## src/rtl/ram_bist_pkg.sv

```systemverilog
// Shared types and constants for the March-style RAM self-test engine.
// State/phase encodings, default background pattern and cycle budget.
package ram_bist_pkg;

    localparam int          ADDR_W_DEF   = 5;
    localparam int          DATA_W_DEF   = 32;
    localparam int          DEPTH        = 32;
    localparam int          CLEAN_CYCLES = 288;
    localparam logic [31:0] PATTERN_DEF  = 32'h5555AAAA;

    typedef enum logic [2:0] {
        S_IDLE,
        S_W0,
        S_RA,
        S_RC,
        S_WR,
        S_DONE
    } state_e;

    typedef enum logic [1:0] {
        P_W0,
        P_R0W1,
        P_R1W0,
        P_R0
    } phase_e;

endpackage

```

## src/rtl/ram_bist_if.sv

```systemverilog
// Single-port RAM bus as seen by the self-test initiator.
// The master drives the request side and samples dout.
interface ram_bist_if #(
    parameter int ADDR_W = 5,
    parameter int DATA_W = 32
);
    logic              ena;
    logic              wena;
    logic [ADDR_W-1:0] addr;
    logic [DATA_W-1:0] din;
    logic [DATA_W-1:0] dout;

    modport master (output ena, wena, addr, din, input dout);
    modport slave  (input ena, wena, addr, din, output dout);
endinterface

```

## src/rtl/ram_bist_addr_cnt.sv

```systemverilog
// Address counter for the march sequence: up/down with clear and load-to-max.
// last flags the final address of the current sweep direction.
module ram_bist_addr_cnt #(
    parameter int W = 5
) (
    input  logic         clk,
    input  logic         rst,
    input  logic         clr,
    input  logic         set_max,
    input  logic         up,
    input  logic         dn,
    input  logic         down_dir,
    output logic [W-1:0] cnt,
    output logic         last
);
    logic [W-1:0] cnt_q, cnt_d;

    always_ff @(posedge clk or posedge rst) begin
        if (rst) cnt_q <= '0;
        else     cnt_q <= cnt_d;
    end

    always_comb begin
        cnt_d = cnt_q;
        if (clr)          cnt_d = '0;
        else if (set_max) cnt_d = '1;
        else if (up)      cnt_d = cnt_q + W'(1);
        else if (dn)      cnt_d = cnt_q - W'(1);
    end

    assign cnt  = cnt_q;
    assign last = down_dir ? (cnt_q == '0) : (cnt_q == '1);
endmodule

```

## src/rtl/ram_bist.sv

```systemverilog
// March-style BIST initiator: W0, R0W1 up, R1W0 down, R0 up.
// Stops at the first mismatch and reports its address and read data.
module ram_bist
    import ram_bist_pkg::*;
#(
    parameter int                ADDR_W  = ADDR_W_DEF,
    parameter int                DATA_W  = DATA_W_DEF,
    parameter logic [DATA_W-1:0] PATTERN = DATA_W'(PATTERN_DEF)
) (
    input  logic              clk,
    input  logic              rst,
    input  logic              start,
    output logic              busy,
    output logic              done,
    output logic              pass,
    output logic [ADDR_W-1:0] err_addr,
    output logic [DATA_W-1:0] err_data,
    ram_bist_if.master        ram
);
    state_e            state_q, state_d;
    phase_e            phase_q, phase_d;
    logic              pass_q, pass_d;
    logic [ADDR_W-1:0] err_addr_q, err_addr_d;
    logic [DATA_W-1:0] err_data_q, err_data_d;

    logic              clr, set_max, up, dn;
    logic              down_dir, last;
    logic [ADDR_W-1:0] addr;
    logic [DATA_W-1:0] exp_data;

    assign down_dir = (phase_q == P_R1W0);
    assign exp_data = down_dir ? ~PATTERN : PATTERN;

    ram_bist_addr_cnt #(.W(ADDR_W)) u_cnt (
        .clk      (clk),
        .rst      (rst),
        .clr      (clr),
        .set_max  (set_max),
        .up       (up),
        .dn       (dn),
        .down_dir (down_dir),
        .cnt      (addr),
        .last     (last)
    );

    always_ff @(posedge clk or posedge rst) begin
        if (rst) begin
            state_q    <= S_IDLE;
            phase_q    <= P_W0;
            pass_q     <= 1'b0;
            err_addr_q <= '0;
            err_data_q <= '0;
        end else begin
            state_q    <= state_d;
            phase_q    <= phase_d;
            pass_q     <= pass_d;
            err_addr_q <= err_addr_d;
            err_data_q <= err_data_d;
        end
    end

    always_comb begin
        state_d    = state_q;
        phase_d    = phase_q;
        pass_d     = pass_q;
        err_addr_d = err_addr_q;
        err_data_d = err_data_q;
        clr        = 1'b0;
        set_max    = 1'b0;
        up         = 1'b0;
        dn         = 1'b0;
        unique case (state_q)
            S_IDLE, S_DONE: begin
                if (start) begin
                    state_d    = S_W0;
                    phase_d    = P_W0;
                    pass_d     = 1'b0;
                    err_addr_d = '0;
                    err_data_d = '0;
                    clr        = 1'b1;
                end
            end
            S_W0: begin
                if (last) begin
                    state_d = S_RA;
                    phase_d = P_R0W1;
                    clr     = 1'b1;
                end else begin
                    up = 1'b1;
                end
            end
            S_RA: state_d = S_RC;
            S_RC: begin
                // Mismatch aborts before the write, leaving the faulty cell intact
                if (ram.dout != exp_data) begin
                    err_addr_d = addr;
                    err_data_d = ram.dout;
                    pass_d     = 1'b0;
                    state_d    = S_DONE;
                end else if (phase_q == P_R0) begin
                    if (last) begin
                        pass_d  = 1'b1;
                        state_d = S_DONE;
                    end else begin
                        up      = 1'b1;
                        state_d = S_RA;
                    end
                end else begin
                    state_d = S_WR;
                end
            end
            S_WR: begin
                state_d = S_RA;
                if (last) begin
                    if (phase_q == P_R0W1) begin
                        phase_d = P_R1W0;
                        set_max = 1'b1;
                    end else begin
                        phase_d = P_R0;
                        clr     = 1'b1;
                    end
                end else if (down_dir) begin
                    dn = 1'b1;
                end else begin
                    up = 1'b1;
                end
            end
            default: state_d = S_IDLE;
        endcase
    end

    always_comb begin
        ram.ena  = 1'b0;
        ram.wena = 1'b0;
        ram.din  = '0;
        unique case (state_q)
            S_W0: begin
                ram.ena  = 1'b1;
                ram.wena = 1'b1;
                ram.din  = PATTERN;
            end
            S_RA, S_RC: ram.ena = 1'b1;
            S_WR: begin
                ram.ena  = 1'b1;
                ram.wena = 1'b1;
                ram.din  = (phase_q == P_R0W1) ? ~PATTERN : PATTERN;
            end
            default: ;
        endcase
    end

    assign ram.addr = addr;
    assign busy     = ram.ena;
    assign done     = (state_q == S_DONE);
    assign pass     = pass_q;
    assign err_addr = err_addr_q;
    assign err_data = err_data_q;
endmodule

```

## src/flat_wrapper.sv

```systemverilog
// flat-port wrapper written by rule: the top's interface ports become plain ports
module ram_bist_flat import ram_bist_pkg::*;
#(
    parameter int                ADDR_W  = ADDR_W_DEF,
    parameter int                DATA_W  = DATA_W_DEF,
    parameter logic [DATA_W-1:0] PATTERN = DATA_W'(PATTERN_DEF)
)
  (clk, rst, start, busy, done, pass, err_addr, err_data, ram_ena, ram_wena, ram_addr, ram_din, ram_dout);
  ram_bist_if #(.ADDR_W(ADDR_W), .DATA_W(DATA_W)) ram_i ();
  input  logic clk;
  input  logic rst;
  input  logic start;
  output logic busy;
  output logic done;
  output logic pass;
  output logic [ADDR_W-1:0] err_addr;
  output logic [DATA_W-1:0] err_data;
  output wire logic [$bits(ram_i.ena)-1:0] ram_ena;
  output wire logic [$bits(ram_i.wena)-1:0] ram_wena;
  output wire logic [$bits(ram_i.addr)-1:0] ram_addr;
  output wire logic [$bits(ram_i.din)-1:0] ram_din;
  input wire logic [$bits(ram_i.dout)-1:0] ram_dout;
  assign ram_ena = ram_i.ena;
  assign ram_wena = ram_i.wena;
  assign ram_addr = ram_i.addr;
  assign ram_din = ram_i.din;
  assign ram_i.dout = ram_dout;
  ram_bist #(.ADDR_W(ADDR_W), .DATA_W(DATA_W), .PATTERN(PATTERN)) u_core (.clk(clk), .rst(rst), .start(start), .busy(busy), .done(done), .pass(pass), .err_addr(err_addr), .err_data(err_data), .ram(ram_i));
endmodule
```

## config.mk

```make
export PLATFORM = sky130hd
export DESIGN_NAME = ram_bist_flat
export DESIGN_NICKNAME = d
export VERILOG_FILES = /design/src/rtl/ram_bist_pkg.sv /design/src/rtl/ram_bist_if.sv /design/src/rtl/ram_bist_addr_cnt.sv /design/src/rtl/ram_bist.sv /design/src/flat_wrapper.sv
export SDC_FILE = /design/constraint.sdc
export NUM_CORES = 1
export LEC_CHECK = 0
export BUFFER_PORTS_ARGS = -buffer_cell sky130_fd_sc_hd__buf_2
export CORE_AREA = 3 3 108 110
export DETAILED_ROUTE_END_ITERATION = 6
export DIE_AREA = 0 0 111 113
export GPL_TIMING_DRIVEN = 0
export HOLD_SLACK_MARGIN = 0.05
export PLACE_DENSITY = 0.51
export RECOVER_POWER = 100
export SLEW_MARGIN = 30
export SYNTH_ARGS = -nofsm -noshare
export SYNTH_HDL_FRONTEND = slang
export SYNTH_SLANG_ARGS = --single-unit
```

## constraint.sdc

```tcl
create_clock -name clk -period 6.05 [get_ports clk]
set_input_delay 0.605 -clock clk [delete_from_list [all_inputs] [get_ports clk]]
set_output_delay 0.605 -clock clk [all_outputs]
set_load 0.05 [all_outputs]
```

Word-level counts from Yosys, hierarchy flattened
Index checks and enable logic that the tools add are counted.
- register bits after elaboration: 48
- bits of input ports: 35
- output and inout bits: 79
- word-level logic and storage cells: 85
- add/subtract/negate cells: 2
- equality and inequality tests: 16
- muxes and demuxes: 49
- reductions and logical operators: 12
- operators with widths (cell ; number):
    $mux 32 ; 4
    $pmux 32 s2 ; 2
    $ne 32x32->1 ; 1
    $mux 5 ; 6
    $mux 1 ; 23
    $mux 3 ; 5
    $pmux 3 s5 ; 1
    $pmux 5 s2 ; 1
    $reduce_and 4->1 ; 2
    $eq 3x2->1 const B ; 2
    $eq 3x3->1 const B ; 2
    $mux 2 ; 3
    $ne 2x1->1 const B ; 3
    $ne 3x1->1 const B ; 2
    $pmux 1 s3 ; 2
    $pmux 2 s3 ; 1
    $add 5x1->5 const B ; 1
    $eq 5x5->1 const B ; 1
    $logic_not 5->1 ; 1
    $sub 5x1->5 const B ; 1
    $eq 2x2->1 const B ; 2
    $reduce_bool 4->1 ; 1
    $reduce_or 2->1 ; 2
    $reduce_or 4->1 ; 1
    other kinds (9) ; 9

Depth between registers and ports, before layout
- word-level depth: 9
- mapped depth: 13
- depth with buffers taken out: 13

Hierarchy
Synthesis repeated with hierarchy kept, for this count alone.
- cells, all modules: 257
- area total of the unflattened synthesis: 2677.6 µm²
- by module, submodules not included (module ; times used ; cells an instance ; area an instance (µm²) ; seq. area each (µm²)):
    ram_bist ; 1 ; 208 ; 2270.9 ; 1076.0
    ram_bist_addr_cnt ; 1 ; 49 ; 406.6 ; 125.1

Least setup slack after synthesis
OpenSTA, ideal clock, no wires.
- kind: reg-to-reg
- start: register u_core.state_q[2]
- end: register u_core.u_cnt.cnt_q[1], in the netlist u_core.u_cnt.cnt[1]
- library setup time: 0.125 ns
- arrival: 3.502 ns
- data required time: 5.925 ns
- setup slack: 2.422 ns
- cell stages (with the launch flop): 7
- buffers on the path: 1
- period minus slack after synthesis: 3.628 ns
- path through: dfrtp_1 buf_2 nand2b_1 nor3_1 nand2_1 nand4b_4 mux2_4
- cells in the longest elaborated chain, start to end: 5
- elaborated cells on any way between the ends: 14
- those cells by class: 4 x eq/ne; 7 x mux; 3 x reduce/logical
- ends and longest elaborated chain (item ; line ; text):
    from (decl) ; ram_bist.sv:20 ; state_e state_q, state_d;
    from (signal assigned) ; ram_bist.sv:54 ; state_q <= state_d;
    $eq 3x3->1 (tied with other cells) ; ram_bist.sv:72 ; unique case (state_q)
    $pmux 1 s3 ; ram_bist.sv:72 ;
    $mux 5 ; ram_bist_addr_cnt.sv:27 ; else if (up) cnt_d = cnt_q + W'(1);
    $mux 5 ; ram_bist_addr_cnt.sv:26 ; else if (set_max) cnt_d = '1;
    $mux 5 ; ram_bist_addr_cnt.sv:25 ; if (clr) cnt_d = '0;
    to (signal assigned) ; ram_bist_addr_cnt.sv:20 ; else cnt_q <= cnt_d;
    to (decl) ; ram_bist_addr_cnt.sv:16 ; logic [W-1:0] cnt_q, cnt_d;
Several ways; a longest one is shown, not always the timed one.
A chain may end at the register's enable or synchronous reset.

Final worst setup path
- start: input port ram_dout[2]
- end: register u_core.u_cnt.cnt_q[4], in the netlist u_core.u_cnt.cnt[4]
- cells in the longest elaborated chain, start to end: 6
- elaborated cells on any way between the ends: 7
- those cells by class: 1 x eq/ne; 5 x mux; 1 x reduce/logical
- ends and longest elaborated chain (item ; line ; text):
    from (decl) ; flat_wrapper.sv:22 ; input wire logic [$bits(ram_i.dout)-1:0] ram_dout;
    $ne 32x32->1 * ; ram_bist.sv:95 ; if (ram.dout != exp_data) begin
    $mux 1 * ; ram_bist.sv:95 ;
    $pmux 1 s3 * ; ram_bist.sv:72 ;
    $mux 5 ; ram_bist_addr_cnt.sv:27 ;
    $mux 5 ; ram_bist_addr_cnt.sv:26 ;
    $mux 5 ; ram_bist_addr_cnt.sv:25 ;
Every way passes the cells marked *; elsewhere a longest branch is shown, timed or not.

==> results.md <==
* Status: finished with violations
* Failing checks: capacitance limit, slew limit
* Die ar. at 12500 µm²
* Row cnt at 38
* Total gr overflow at 0
* Clock-pin slew on the worst setup and hold paths at 0.09 ns
* GP Congestion at 0.801
* Fmax at 291 MHz
* Util after Layout at 0.349
* Diode count at 0
* MaxCap Viol Count at 1
* Setup CP Type: input port to flop
* Maximum vdd drop at 0.000364 V
* Post-synth top area cell: dfrtp_1
* Leakage at 2.03 nW
* Inst Count DP at 576
* Num ports at 114
* Total negative slack at 0 ns
* Routed WL per cell at 13.8 µm
* Register area share after synthesis at 0.390
* Post-synth ARST share at 1.00
* # nets final at 482
* Clock buffer count from CTS at 5
* Gr usage total at 0.125
* Initial DRC Count at 93
* Clock Latency Late Sink at 0.30 ns
* Rel. slew slack at -0.272
* DR vias at 2536
* Pre-antenna DRT Iters at 4
* Die width at 111 µm
* Total core area at 10800 µm²
* Count leader, synth: dfrtp_1
* Die Ht at 113 µm
* Initial Utilization at 0.286
* Final WS setup at 2.61 ns
* Worst hold slack at 0.367 ns
* RSZ-0062 raised after global routing: false
* PwrDens at 525 nW/µm²
* Post_cts resized at 0
* Minimum clock period at 3.44 ns
* First-pass GRT wire length at 13000 µm
* Startpoint types: input port
* Post-CTS setup repair buffer count at 0
* Worst Setup SP: ram_dout[2]
* Initial antenna violation count at 0
* HP Class: input port to asynchronous set/reset pin
* DR vias/cell at 4.34
* CP endpoint kind: flop
* Syn Area/Cell at 9.60 µm²
* Synthesis-to-layout area growth at 22.2%
* Total length of routed wires at 8070 µm
* #FFs+latches synth at 48
* Post-DP HPWL at 6350 µm
* Fraction of layout cells with a size suffix above 1 at 0.209
* Final instance area at 3760 µm²
* Cell Area, Placed at 3860 µm²
* Vias in the first global route at 2529
* I/O Buffers at 113
* Unique masters post-synth at 54
* Ys flop type: dfrtp_1
* Yosys top cell area share at 0.390
* Critical Path AT at 3.66 ns
* Total power at 1.98 mW
* Root Driver: clkbuf_8
* Final setup violation count at 0
* Max Buffers Root-to-Sink at 2
* Largest net degree at the start of global routing at 34
* Synth area leaders: dfrtp_1, mux2i_1, buf_4
* Yosys warns at 0
* Mapped Cells at 321
* Required time of the critical path at 6.27 ns
* Syn Nets at 360
* H-tree levels at 2
* Post-Layout Cell Count at 584
* Placement Setup Slack at 2.48 ns
* Post-route DRC at 0
* # clock sinks at 48
* Post-DRT Antenna Nets at 0
* Worst Tran Pin Value at 1.91 ns
* FF-to-FF Start: u_core.phase_q[0]$_DFFE_PP0P_
* Hold_buf cts at 0
* Synth cell count leaders: dfrtp_1, nand2_1, inv_1, mux2i_1, buf_4
* Final Hold Vio Count at 0
* Count of final max-slew check failures at 34
* Netlist Area Pre-Place at 3080 µm²
* Crit-path max FO at 4
* Post-synth EDFFs at 0
* Final period utilization at 0.569
* TritonCTS clock tree: done
* Worst Clk Skew at 0.00685 ns
## final cells by class
| class | instances | area [µm²] |
|---|---|---|
| Sequential cell | 48 | 1200 |
| Inverter | 43 | 163 |
| Tap cell | 140 | 175 |
| Timing Repair Buffer | 115 | 478 |
| Fill cell | 1166 | 7030 |
| Clock buffer | 6 | 72.6 |
| Clock inverter | 2 | 35.0 |
| Multi-Input combinational cell | 186 | 1350 |
| Buffer | 44 | 289 |
## where the power goes
group,internal [mW],total [mW],switching (mW)
registers,0.405,0.469,0.0645
logic,0.372,1.28,0.905
clock network,0.123,0.232,0.110
total,0.899,1.98,1.08
## metal layers
layer	up-vias	GRT usage	routed length [µm]
li1	1286	-	-
met1	1187	0.166	3760
met2	58	0.216	3910
met3	5	0.0225	346
met4	0	0.0246	56
met5	-	0	0
## path summary, 6_finish.rpt
kind | to | slack, ns | cells after the start
worst min register to register | u_core.err_data[24]$_DFFE_PP0P_ | 0.53 | 2
min in group clk | u_core.err_data[24]$_DFFE_PP0P_ | 0.53 | 2
max in group asynchronous | u_core.err_data[11]$_DFFE_PP0P_ | 3.51 | 3
worst max-delay path | u_core.u_cnt.cnt[4]$_DFFE_PP0P_ | 2.61 | 13
worst max register to register | u_core.u_cnt.cnt[4]$_DFFE_PP0P_ | 2.79 | 12
worst min-delay path | u_core.err_data[0]$_DFFE_PP0P_ | 0.37 | 2
## critical path: stages
cell and delay, ns:
clkbuf_1 0.10, nor4bb_1 0.38, nand3_1 0.13, nor3_1 0.33
o221ai_1 0.32, and2_0 0.30, ha_1 0.34, nor2b_1 0.14
o21ai_0 0.25, nand2_1 0.11, mux2_1 0.34, and3_1 0.18
nor3_1 0.15
## state kept, by name (all words and copies together) (netlist names)
name              count
u_core.phase_q        2
u_core.state_q        3
u_core.err_data      32
u_core.u_cnt.cnt      5
u_core.err_addr       5
u_core.pass           1
## cell usage in the layout (no fill, tap or decap), types with 5 or more instances in the layout
master / count
clkbuf_1: 88
dfrtp_1: 48
nand2_1: 44
inv_1: 42
buf_2: 40
mux2i_1: 37
buf_4: 32
a21oi_1: 15
nor2_1: 9
nand4_1: 7
nand3_1: 6
nor3_1: 6
nand2b_1: 6
clkbuf_8: 5
## kinds of logic (layout without fill, tap and decap cells)
logic type,Yosys count,in the layout,synth area share
compound gates,32,32,0.0776
xor+xnor,3,3,0.00853
fa+ha+maj,4,4,0.0187
buf+inv,87,210,0.162
flops,48,48,0.390
mux,41,41,0.138
simple gates,106,106,0.205
Note: power is estimated with default switching activity, not from simulation.
